==> src/rtl/serial_adder_pkg.sv <==
// Shared types and sizing helpers for the bit-serial adder.
package serial_adder_pkg;

    typedef enum logic [1:0] {
        IDLE = 2'd0,
        RUN  = 2'd1,
        DONE = 2'd2
    } state_t;

    // Counter must be able to hold 0..WIDTH.
    function automatic int cnt_width(input int width);
        return $clog2(width + 1);
    endfunction

endpackage

==> src/rtl/serial_adder_full_adder.sv <==
// Single-bit full adder cell driven one bit per cycle by serial_adder.
module FullAdder (
    input  logic a,
    input  logic b,
    input  logic cin,
    output logic sum,
    output logic cout
);

    assign sum  = a ^ b ^ cin;
    assign cout = (a & b) | (cin & (a ^ b));

endmodule

==> src/rtl/serial_adder.sv <==
// Bit-serial adder: LSB-first through one FullAdder and a carry flop, WIDTH+1 cycles per result.
// Handshake: start is accepted on a rising edge where ready=1 and rst_n=1; done pulses one cycle when sum/cout are valid.
module serial_adder
    import serial_adder_pkg::*;
#(
    parameter int WIDTH = 8
) (
    input  logic             clk,
    input  logic             rst_n,
    input  logic             start,
    input  logic [WIDTH-1:0] a,
    input  logic [WIDTH-1:0] b,
    input  logic             cin,
    output logic             ready,
    output logic             busy,
    output logic             done,
    output logic [WIDTH-1:0] sum,
    output logic             cout,
    output state_t           state_dbg
);

    localparam int CW = cnt_width(WIDTH);

    state_t           state_q, state_d;
    logic [WIDTH-1:0] sa_q, sa_d;
    logic [WIDTH-1:0] sb_q, sb_d;
    logic [WIDTH-1:0] sr_q, sr_d;
    logic             c_q, c_d;
    logic [CW-1:0]    cnt_q, cnt_d;
    logic             fa_s, fa_co;

    FullAdder u_fa (
        .a    (sa_q[0]),
        .b    (sb_q[0]),
        .cin  (c_q),
        .sum  (fa_s),
        .cout (fa_co)
    );

    always_comb begin
        state_d = state_q;
        sa_d    = sa_q;
        sb_d    = sb_q;
        sr_d    = sr_q;
        c_d     = c_q;
        cnt_d   = cnt_q;
        case (state_q)
            IDLE, DONE: begin
                if (start) begin
                    sa_d    = a;
                    sb_d    = b;
                    c_d     = cin;
                    cnt_d   = '0;
                    state_d = RUN;
                end else begin
                    state_d = IDLE;
                end
            end
            RUN: begin
                sa_d  = sa_q >> 1;
                sb_d  = sb_q >> 1;
                // New sum bit enters at the MSB; written as a shift so WIDTH=1 stays legal.
                sr_d  = (sr_q >> 1) | (WIDTH'(fa_s) << (WIDTH - 1));
                c_d   = fa_co;
                cnt_d = cnt_q + CW'(1);
                if (cnt_q == CW'(WIDTH - 1)) begin
                    state_d = DONE;
                end
            end
            default: state_d = IDLE;
        endcase
    end

    always_ff @(posedge clk) begin
        if (!rst_n) begin
            state_q <= IDLE;
            sa_q    <= '0;
            sb_q    <= '0;
            sr_q    <= '0;
            c_q     <= 1'b0;
            cnt_q   <= '0;
        end else begin
            state_q <= state_d;
            sa_q    <= sa_d;
            sb_q    <= sb_d;
            sr_q    <= sr_d;
            c_q     <= c_d;
            cnt_q   <= cnt_d;
        end
    end

    assign ready     = (state_q != RUN);
    assign busy      = (state_q == RUN);
    assign done      = (state_q == DONE);
    assign sum       = sr_q;
    assign cout      = c_q;
    assign state_dbg = state_q;

endmodule

==> config.mk <==
export PLATFORM = sky130hd
export DESIGN_NAME = serial_adder
export DESIGN_NICKNAME = d
export VERILOG_FILES = /design/src/rtl/serial_adder_pkg.sv /design/src/rtl/serial_adder_full_adder.sv /design/src/rtl/serial_adder.sv
export SDC_FILE = /design/constraint.sdc
export NUM_CORES = 1
export LEC_CHECK = 0
export ABC_AREA = 1
export BUFFER_PORTS_ARGS = -buffer_cell sky130_fd_sc_hd__buf_4
export CORE_ASPECT_RATIO = 0.7
export CORE_MARGIN = 2
export CORE_UTILIZATION = 35
export DETAILED_ROUTE_END_ITERATION = 10
export MAX_ROUTING_LAYER = met4
export PLACE_DENSITY = 0.52
export SYNTH_ARGS = -nofsm -noshare
export SYNTH_HDL_FRONTEND = slang
export SYNTH_SLANG_ARGS = --single-unit
==> constraint.sdc <==
create_clock -name clk -period 1.3 [get_ports clk]
set_clock_uncertainty 0.1 [all_clocks]
set_input_delay 0.26 -clock clk [delete_from_list [all_inputs] [get_ports clk]]
set_output_delay 0.26 -clock clk [all_outputs]
set_load 0.005 [all_outputs]
Yosys cells after proc, flatten, opt, wreduce, memory -nomap -nowiden
Index checks and enable logic that the tools add are counted.
- add/subtract/negate cells: 1
- equality and inequality tests: 6
- mux-type cells: 11
- bitwise gates (word level): 6
- reductions and logical operators: 4
- operators with widths (cell ; number):
    $pmux W8 S2 ; 2
    $mux W8 ; 2
    $or A7 B8 Y8 ; 1
    $pmux W4 S2 ; 1
    $add A4 B1 Y4 const B ; 1
    $eq A4 B3 Y1 const B ; 1
    $mux W4 ; 1
    $ne A2 B1 Y1 const B ; 2
    $pmux W2 S2 ; 1
    $and A1 B1 Y1 ; 2
    $eq A2 B1 Y1 const B ; 1
    $eq A2 B2 Y1 const B ; 1
    $logic_not A2 Y1 ; 1
    $mux W1 ; 2
    $mux W2 ; 1
    $ne A2 B2 Y1 const B ; 1
    $pmux W1 S2 ; 1
    $reduce_and A2 Y1 ; 1
    $reduce_bool A2 Y1 ; 1
    $reduce_or A2 Y1 ; 1
    $xor A1 B1 Y1 ; 2
    $or A1 B1 Y1 ; 1
- flip-flop bits (word level): 31
- input bits: 20
- output and inout bits: 14
- word-level logic and storage cells: 34

Depth between registers and ports, before layout
- depth after elaboration: 4
- mapped depth: 7
- gate-level depth less buffers: 6

Cells and area by module
A second synthesis with hierarchy kept.
- cells, all modules: 201
- area, all modules: 1460.2 µm²
- modules (own cells, without submodules) (module ; instances ; cells an instance ; area an instance (µm²) ; seq. area each (µm²)):
    serial_adder ; 1 ; 200 ; 1440.1 ; 620.6
    FullAdder ; 1 ; 1 ; 20.0 ; 0.0

Worst setup path before layout
Ideal clock, no wire load.
- path kind: reg2reg
- from: register c_q (netlist: cout)
- to: register sr_q[7] (netlist: sum[7])
- library setup time: 0.116 ns
- arrival: 0.977 ns
- required time: 1.084 ns
- slack: 0.107 ns
- cell stages (with the launch flop): 4
- path buffers: 0
- period minus slack after synthesis: 1.193 ns
- path through: dfxtp_1 fa_1 o21ai_0 nor2_1
- cells in the longest elaborated chain, start to end: 2
- ends and longest elaborated chain (item ; line ; text):
    start: declaration ; serial_adder.sv:28 ; logic c_q, c_d;
    start signal: assignment ; serial_adder.sv:80 ; c_q <= 1'b0;
    start signal: assignment ; serial_adder.sv:87 ; c_q <= c_d;
    $xor A1 B1 Y1 ; serial_adder_full_adder.sv:10 ; assign sum = a ^ b ^ cin;
    named net fa_s ; serial_adder.sv:30 ; logic fa_s, fa_co;
    $or A7 B8 Y8 ; serial_adder.sv:63 ; sr_d = (sr_q >> 1) | (WIDTH'(fa_s) << (WIDTH - 1));
    end signal: assignment ; serial_adder.sv:86 ; sr_q <= sr_d;
    end: declaration ; serial_adder.sv:27 ; logic [WIDTH-1:0] sr_q, sr_d;
The timed path passes the listed nets, and every way through them passes these cells.
A chain may end at the register's enable or synchronous reset.

Final worst setup path
- from: register state_q[0] (netlist: state_dbg[0])
- to: output done
- cells in the longest elaborated chain, start to end: 1
- ends and longest elaborated chain (item ; line ; text):
    start: declaration ; serial_adder.sv:24 ; state_t state_q, state_d;
    start signal: assignment ; serial_adder.sv:83 ; state_q <= state_d;
    $eq A2 B2 Y1 ; serial_adder.sv:94 ; assign done = (state_q == DONE);
    end: declaration ; serial_adder.sv:16 ; output logic done,
Every way passes these cells.

==> run metrics <==
status complete, but fails checks; violated checks setup timing; max-slew violations 0; worst ir drop on vdd 397.5 uV; post-synthesis cell area 0.001625 mm2; Static Leak 0.9305 nW; fin crit period 1.349 ns; Worst Setup SP state_dbg[0]$_SDFFE_PN0P_; ant diodes 0; GRT Total Usage 0.1656; fillcell total 452; Placed Area 0.001969 mm2; post-route DRC violation count 0; Area Growth Syn to Fin 33.49%; Mean Syn Cell Area 8.127 um2; Worst Setup Slack, final -0.04915 ns; row cnt 20; CTS Sinks 31; core box area between 0.004 and 0.005 mm2; Hold Crit Class in2reg; cells on worst reg2reg path 7; CP max FO 4; pre-CTS worst setup slack 0.01409 ns; RD Place Congestion roughly 0.75; layout net count between 200 and 300; TritonCTS clock tree built; PortBufs 33; htree depth 2; synthesized net count roughly 220; Max Fclk 741.2 MHz; DR WL/cell 12.35 um; Worst setup EP type output port; WL final approximately 3800 um; Synth Warn # 0; fin crit share 1.038; most common cell after layout, fill and taps aside buf_4; PwrDens roughly 1100 mW/mm2; drt first pass iters 4; Flop pwr share 0.465; number of vias per cell between 4 and 5; Clock Path Buffers 2; max-cap violations 0; Die Y 61.02 um; Reg2Reg Setup Slack approximately 0.050 ns; Iter 0 DRT Violations 28; CP endpoint done; switching part of the total 0.2847; Detailed Place HPWL 2569 um; R2R Path End sa_q[0]$_SDFFE_PN0P_; commonest cells after routing, fill and taps aside buf_4 (45), nand3_1 (34), dfxtp_1 (29), nand2_1 (26), nor2_1 (20); Hold Violations, Final 0; Clock transition at path regs 0.07 ns; fin area roughly 0.0022 mm2; unrepaired setup endpoints after global routing true; vias in the first global route 1367; initial core utilization 0.3690; # hold bufs at CTS 0; Combinational Power Share 0.222; Clock Latency Late Sink 0.27 ns; largest net degree at the start of global routing 18; Setup violations, final 2; Num CTS Buffers 5; Mapped Cells 200; initial antenna violation count 0; fraction of layout cells with a size suffix above 1 0.4096; DIE AREA approximately 0.0052 mm2; Fin Hold WS 0.1416 ns; synthesis-stage register bit count 31; sequential share of the synthesized area 0.3818; Rel. slew slack 0.8562; multi-input logic area 818.3 um2; RR Startpoint state_dbg[0]$_SDFFE_PN0P_; vias after detailed routing 1424; Psw 0.6571 mW; Clk Tree Root Cell clkbuf_8; Cell variety after synth 24; worst slew pin tran 0.2135 ns; GRT overflow 0; Worst EP required about 0.94 ns; die width 85.45 um; first-pass GRT wire length 6396 um; Fin Setup TNS -0.08094 ns; num ports 34; post-layout utilization of the core 0.4926; Int Pwr roughly 1.7 mW; crit path kind reg2out; Critical Path AT 0.99 ns; Worst setup SP type flip-flop; Post-DRT Antenna Nets 0; Clk pwr share 0.313; register area 625.6 um2
## cell families after synthesis
family	count (synthesis)	share of synthesized area
AND/OR/NAND/NOR	101	0.3333
flip-flops	31	0.3818
AO/OA/AOI/OAI	31	0.1324
adder cells (fa/ha/maj)	2	0.02001
buffers and inverters	35	0.1324
## state kept, by name (all words and copies together), names as in the netlist
name,cells
sb_q,8
cout,1
state_dbg,2
cnt_q,4
sa_q,8
sum,8
## how the worst min path moves through the flow
stage | slack, ns | from | depth (start not counted) | end
final | 0.14 | a[7] | 3 | sa_q[7]$_SDFFE_PN0P_
after global routing | 0.15 | a[7] | 3 | sa_q[7]$_SDFFE_PN0P_
after CTS | 0.14 | a[7] | 3 | sa_q[7]$_SDFFE_PN0P_
after detailed placement | 0.37 | cnt_q[0]$_SDFFE_PN0P_ | 1 | cnt_q[0]$_SDFFE_PN0P_
after global placement | 0.37 | sb_q[4]$_SDFFE_PN0P_ | 2 | sb_q[4]$_SDFFE_PN0P_
after floorplan | 0.30 | rst_n | 2 | cnt_q[2]$_SDFFE_PN0P_
## area by class of cell
class	instances	area share
Clock inverter	1	0.002307
Tap cell	55	0.03172
Multi-Input combinational cell	134	0.3772
Sequential cell	31	0.2884
Timing Repair Buffer	54	0.2226
Inverter	22	0.04268
Clock buffer	7	0.03518
## through the flow
step | cells | total power, mW
floorplan | 200 | 1.383
global placement | 289 | 1.555
detailed placement | 289 | 1.558
CTS | 304 | 2.332
global route | 304 | 2.444
finish | 304 | 2.308
## power groups by stage
| stage | Sequential, mW | Combinational (mW) | Clock, mW |
|---|---|---|---|
| after floorplan | 1.08 | 0.302 | 0 |
| after detailed placement | 1.09 | 0.469 | 0 |
| after global routing | 1.08 | 0.567 | 0.793 |
| after CTS | 1.07 | 0.511 | 0.747 |
| after global placement | 1.09 | 0.465 | 0 |
| final | 1.07 | 0.512 | 0.723 |
## worst max-delay path, cell delays in order (launching register included)
cell     delay [ns]
dfxtp_4        0.39
buf_12         0.14
nor2_4         0.09
buf_6          0.09
## what timing repair did
item	4_1_cts	5_1_grt
buffers inserted	7	0
gates resized for setup	15	4
endpoints found under the setup margin	4	19
pin swaps	2	0
## cells in the mapped netlist, drive strengths merged
cell / instances / area [um2]
nor2: 22 / 90.09
a21oi: 20 / 160.2
fa: 1 / 20.02
ha: 1 / 12.51
dfxtp: 31 / 620.6
buf: 12 / 122.6
nand2: 29 / 126.4
o21ai: 11 / 55.05
nand3: 49 / 320.3
clkbuf: 1 / 5.000
inv: 22 / 87.59
nor3: 1 / 5.000
## metal layers
metal / routed length, um / global-route usage / up-vias / part of all wire
met4: 41 / 0.05669 / 0 / 0.011
met5: 0 / - / - / 0
li1: - / - / 750 / -
met2: 1523 / 0.2455 / 26 / 0.41
met3: 206 / 0.04826 / 8 / 0.055
met1: 1982 / 0.2181 / 640 / 0.53
(Power assumes the default switching activity.)
